--- src/rtl/dram_rr_arbiter.sv ---
// Round-robin arbiter sharing one single-port data RAM between four cores.
// One access at a time; read data and a one-cycle ack go to the winning lane.
module dram_rr_arbiter #(
    parameter int NREQ   = 4,
    parameter int AW     = 8,
    parameter int DW     = 8,
    parameter int RD_LAT = 1
) (
    input  logic              CLK,
    input  logic              rst,
    input  logic [NREQ-1:0]   req_rd,
    input  logic [NREQ-1:0]   req_wr,
    input  logic [NREQ*AW-1:0] addr,
    input  logic [NREQ*DW-1:0] wdata,
    input  logic [DW-1:0]     ram_q,
    output logic [AW-1:0]     ram_addr,
    output logic [DW-1:0]     ram_din,
    output logic              ram_wren,
    output logic [NREQ-1:0]   acq,
    output logic [NREQ-1:0]   ack,
    output logic [NREQ*DW-1:0] rdata,
    output logic              busy
);

    typedef enum logic [1:0] {
        IDLE,
        ISSUE,
        WAIT,
        ACK
    } state_t;

    localparam logic [NREQ-1:0] ONE = 1;

    state_t              state_q;
    logic [1:0]          ptr_q;
    logic [1:0]          w_q;
    logic [1:0]          cnt_q;
    logic                wr_q;
    logic [NREQ-1:0]     acq_q;
    logic [NREQ-1:0]     ack_q;
    logic [AW-1:0]       ram_addr_q;
    logic [DW-1:0]       ram_din_q;
    logic                ram_wren_q;
    logic [NREQ*DW-1:0]  rdata_q;

    logic [NREQ-1:0]     pend;
    logic [1:0]          win_d;
    logic [1:0]          idx;
    logic                found;

    assign pend = req_rd | req_wr;

    // First pending lane scanning upward from ptr, wrapping mod 4
    always_comb begin
        win_d = ptr_q;
        found = 1'b0;
        idx   = ptr_q;
        for (int k = 0; k < NREQ; k++) begin
            idx = ptr_q + 2'(k);
            if (!found && pend[idx]) begin
                win_d = idx;
                found = 1'b1;
            end
        end
    end

    always_ff @(posedge CLK or negedge rst) begin
        if (!rst) begin
            state_q    <= IDLE;
            ptr_q      <= '0;
            w_q        <= '0;
            cnt_q      <= '0;
            wr_q       <= 1'b0;
            acq_q      <= '0;
            ack_q      <= '0;
            ram_addr_q <= '0;
            ram_din_q  <= '0;
            ram_wren_q <= 1'b0;
            rdata_q    <= '0;
        end else begin
            unique case (state_q)
                IDLE: begin
                    if (found) begin
                        w_q        <= win_d;
                        acq_q      <= ONE << win_d;
                        ram_addr_q <= addr[win_d*AW +: AW];
                        ram_din_q  <= wdata[win_d*DW +: DW];
                        ram_wren_q <= req_wr[win_d];
                        wr_q       <= req_wr[win_d];
                        state_q    <= ISSUE;
                    end
                end
                ISSUE: begin
                    ram_wren_q <= 1'b0;
                    if (wr_q) begin
                        ack_q   <= acq_q;
                        state_q <= ACK;
                    end else begin
                        cnt_q   <= 2'(RD_LAT - 1);
                        state_q <= WAIT;
                    end
                end
                WAIT: begin
                    if (cnt_q == 2'd0) begin
                        rdata_q[w_q*DW +: DW] <= ram_q;
                        ack_q   <= acq_q;
                        state_q <= ACK;
                    end else begin
                        cnt_q <= cnt_q - 2'd1;
                    end
                end
                ACK: begin
                    ptr_q   <= w_q + 2'd1;
                    acq_q   <= '0;
                    ack_q   <= '0;
                    state_q <= IDLE;
                end
                default: state_q <= IDLE;
            endcase
        end
    end

    assign ram_addr = ram_addr_q;
    assign ram_din  = ram_din_q;
    assign ram_wren = ram_wren_q;
    assign acq      = acq_q;
    assign ack      = ack_q;
    assign rdata    = rdata_q;
    assign busy     = (state_q != IDLE) | (|pend);

endmodule

--- config.mk ---
export PLATFORM = sky130hd
export DESIGN_NAME = dram_rr_arbiter
export DESIGN_NICKNAME = d
export VERILOG_FILES = /design/src/rtl/dram_rr_arbiter.sv
export SDC_FILE = /design/constraint.sdc
export NUM_CORES = 1
export LEC_CHECK = 0
export CORE_MARGIN = 2
export CORE_UTILIZATION = 47
export CTS_CLUSTER_DIAMETER = 60
export CTS_CLUSTER_SIZE = 14
export DETAILED_ROUTE_END_ITERATION = 12
export HOLD_SLACK_MARGIN = 0.06
export PLACE_DENSITY = 0.87
export SYNTH_ARGS = -nofsm -noshare
export SYNTH_HDL_FRONTEND = slang
export SYNTH_SLANG_ARGS = --single-unit
--- constraint.sdc ---
create_clock -name CLK -period 3.6 [get_ports CLK]
set_input_delay 0.54 -clock CLK [delete_from_list [all_inputs] [get_ports CLK]]
set_output_delay 0.54 -clock CLK [all_outputs]
set_load 0.01 [all_outputs]
==> flow_metrics.tcl <==
set metrics [dict create \
    synth_seq_cells 66 \
    switching_power_uw 1560 \
    route.detailed.vias_per_inst 5.99 \
    finalInstanceArea_sq_um 5100 \
    final_cell_mix "clkdlybuf4s50_1, dfrtp_1, a22o_1" \
    chipWidth_microns 88.9 \
    outcome "complete, no violations" \
    max_freq_mhz 332 \
    place_inst 541 \
    clock_latency_ps 350 \
    vias 3336 \
    root_buffer "clkbuf_8" \
    antennaDiodeCount 0 \
    synth-edff-count 0 \
    worstRegToRegCells 5 \
    synth_compound_area_share_pct 25.4 \
    setup_slack_ps 585 \
    synthXorXnorAreaFrac_pct 0 \
    antenna_found_initial 0 \
    yosysUniqueCellTypes 46 \
    final_common_cell "clkdlybuf4s50_1" \
    hp-class "primary input to async pin" \
    drt.antenna.violating_nets 0 \
    proportion_of_register_bits_with_asynchronous_set_or_reset_after_synthesis_pct 100 \
    clock_pin_slew_on_the_worst_setup_and_hold_paths_ps 80 \
    rr_startpoint "state_q[0]$_DFFE_PN0P_" \
    post_cts_resize_count 0 \
    synth-seq-area-share_pct 48.7 \
    warnings_synthesis 0 \
    timing_max_transition_violations_final 0 \
    power.internal_uw 2590 \
    comb_power_share_pct 51.0 \
    layout.nets 549 \
    crit_path_cell_trace "clkdlybuf4s50_1, nor4_2, nand3_1, nor2_1, inv_1, clkdlybuf4s50_1" \
    clock_tree.htree_level_count 3 \
    setup_tns_final_ps 0 \
    detailed_place.area_sq_um 4880 \
    r2r_slack_ps 1120 \
    worst_path_most_repeated_cell "clkdlybuf4s50_1" \
    grt_pass1_vias 3237 \
    clk_path_buf_depth 2 \
    wire_length_of_the_first_global_routing_pass_microns 16300 \
    worstPathArrival_ps 2480 \
    timing.critical_path.fanout_max 6 \
    hold_violations 0 \
    fraction_of_layout_instances_using_a_drive_strength_above_1_pct 8.46 \
    final_gp_congestion 0.902 \
    cp.required_ps 3060 \
    synth-simple-area-share_pct 13.2 \
    clockPowerShare_pct 16.9 \
    critical_path.startpoint_type "primary input" \
    dp_worst_setup_slack_ps 597 \
    layout_worst_path_cycle_share_pct 83.8 \
    yosys-mux-area-fraction_pct 4.72 \
    detailedPlacementHpwl_microns 7870 \
    synthesized_net_count 406 \
    rsz0062_at_grt "no" \
    clock_sinks 66 \
    post_cts.repair.setup_buffers 0 \
    path_buf_inv 3 \
    synth_instances 313 \
    floorplan.initialDensity_pct 49.4 \
    skew_ps 11.0 \
    hold_buffers 0 \
    cp_slowest_stage_delay_ps 490 \
    p_leak_uw 0.00220 \
    tightestPinTransition_ps 972 \
    drc 0 \
    overflow 0 \
    grt_use_total_pct 27.1 \
    port-buffer-count 139 \
    synthFlopType "dfrtp_1" \
    pin_count 140 \
    fin_util_pct 74.3 \
    post-route-min-period_ps 3020 \
    largest_family_of_logic_cells_by_synthesized_area "compound AO/OA/AOI/OAI gates" \
    worst-path-stages 6 \
    drv_cap 0 \
    fin_cells 557 \
    critical_path.slowest_cell "clkdlybuf4s50_1" \
    syn-mean-instance-area_sq_um 10.8 \
    grt_max_degree 47 \
    power.sequential.fraction_pct 32.1 \
    totalWireLength_microns 10700 \
    max-slew-margin-rel_pct 35.2 \
    cts_inserted_buffers 9 \
    sw_frac_of_total_pct 37.5 \
    drtPass1Iterations 5 \
    power.ir.vdd_worst_v 0.000374 \
    fp.dieH_microns 88.9 \
    layout-area-overhead-vs-synth_pct 50.6 \
    detail_route.iter0.violations 219 \
    setup-violations-final 0 \
    tritoncts_clock_tree "built" \
    timing_worst_setup_path_type "primary input to output pin" \
    r2r_end "rdata[20]$_DFFE_PN0P_" \
    worst_setup_end_kind "output pin" \
    mappedNetlistArea_sq_um 3390 \
    crit_family "buffers and inverters" \
    floorplan.die_area_sq_um 7910 \
    power.density_cell_area_nw_per_um2 813 \
    adder_cell_share_of_the_synthesized_area_pct 4.06 \
    coreArea_sq_um 6870 \
    post_drt_wl_per_cell_microns 19.2 \
    num_rows 30 \
]
==> layout make-up <==
type                    count  area [sq um]
fillers                   471          1760
flip-flops and latches     66          1650
clock buffers               9           124
well taps                  96           120
multi-input cells         218          1610
clock inverters             7          98.8
repair buffers            147          1450
inverters                  14          52.6
==> power by group through the flow <==
stage                     sequential (uW)  clock, uW  combinational, uW
after floorplan                      1400          0               1060
after global placement               1310          0               2060
after detailed placement             1330          0               2110
after CTS                            1330        708               2130
after global routing                 1370        743               2290
final                                1330        701               2120
==> synth_stat cells, types with 6 or more instances <==
library cell / count / share of area (%)
nand3_1: 27 / 4.0
buf_2: 7 / 1.0
ha_1: 11 / 4.1
inv_1: 14 / 1.5
nor2_1: 19 / 2.1
a2bb2oi_1: 12 / 3.1
a221o_1: 6 / 1.8
a22o_1: 39 / 10
nand2_1: 16 / 1.8
clkbuf_1: 7 / 0.78
o21ai_0: 14 / 2.1
dfrtp_1: 66 / 49
mux2i_1: 16 / 4.7
o22a_1: 6 / 1.5
a21oi_1: 6 / 0.89
==> logic make-up after synthesis <==
kind of cell / Yosys count
simple gates: 85
flops: 66
fa+ha+maj: 11
compound gates: 106
mux: 16
buf+inv: 29
==> state kept, by name, indices dropped and copies added (netlist names) <==
name and flops:
ack 4, acq 4, cnt_q 2, ptr_q 2
ram_addr 8, ram_din 8, ram_wren 1, rdata 32
state_q 2, w_q 2, wr_q 1
==> worst max path at each step <==
stage                     startpoint                 endpoint  slack, ps
after global routing       req_wr[1]                     busy        410
after floorplan            req_rd[2]  ram_addr[2]$_DFFE_PN0P_       1490
after detailed placement   req_wr[1]                     busy        600
final                      req_wr[1]                     busy        580
after CTS                  req_wr[1]                     busy        590
after global placement     req_wr[1]                     busy        620
==> stage by stage <==
step / power [uW] / hold WS, ps
2_1_floorplan: 2460 / 244
3_3_place_gp: 3370 / 476
3_5_place_dp: 3440 / 483
4_1_cts: 4160 / 371
5_1_grt: 4400 / 443
6_report: 4150 / 341
==> worst register-to-register path: stages (launching register included) <==
cell and delay [ps]:
dfrtp_1 430, inv_1 120, ha_1 330, nand3_1 400
nor4b_2 880, a22o_1 250
==> per-layer routing <==
metal / routed length, microns / vias up / track usage (%)
li1: - / 1492 / -
met1: 4260 / 1670 / 35.5
met2: 5460 / 147 / 44.4
met3: 717 / 27 / 7.02
met4: 267 / 0 / 8.82
met5: 0 / - / 0
(Power assumes the default switching activity.)
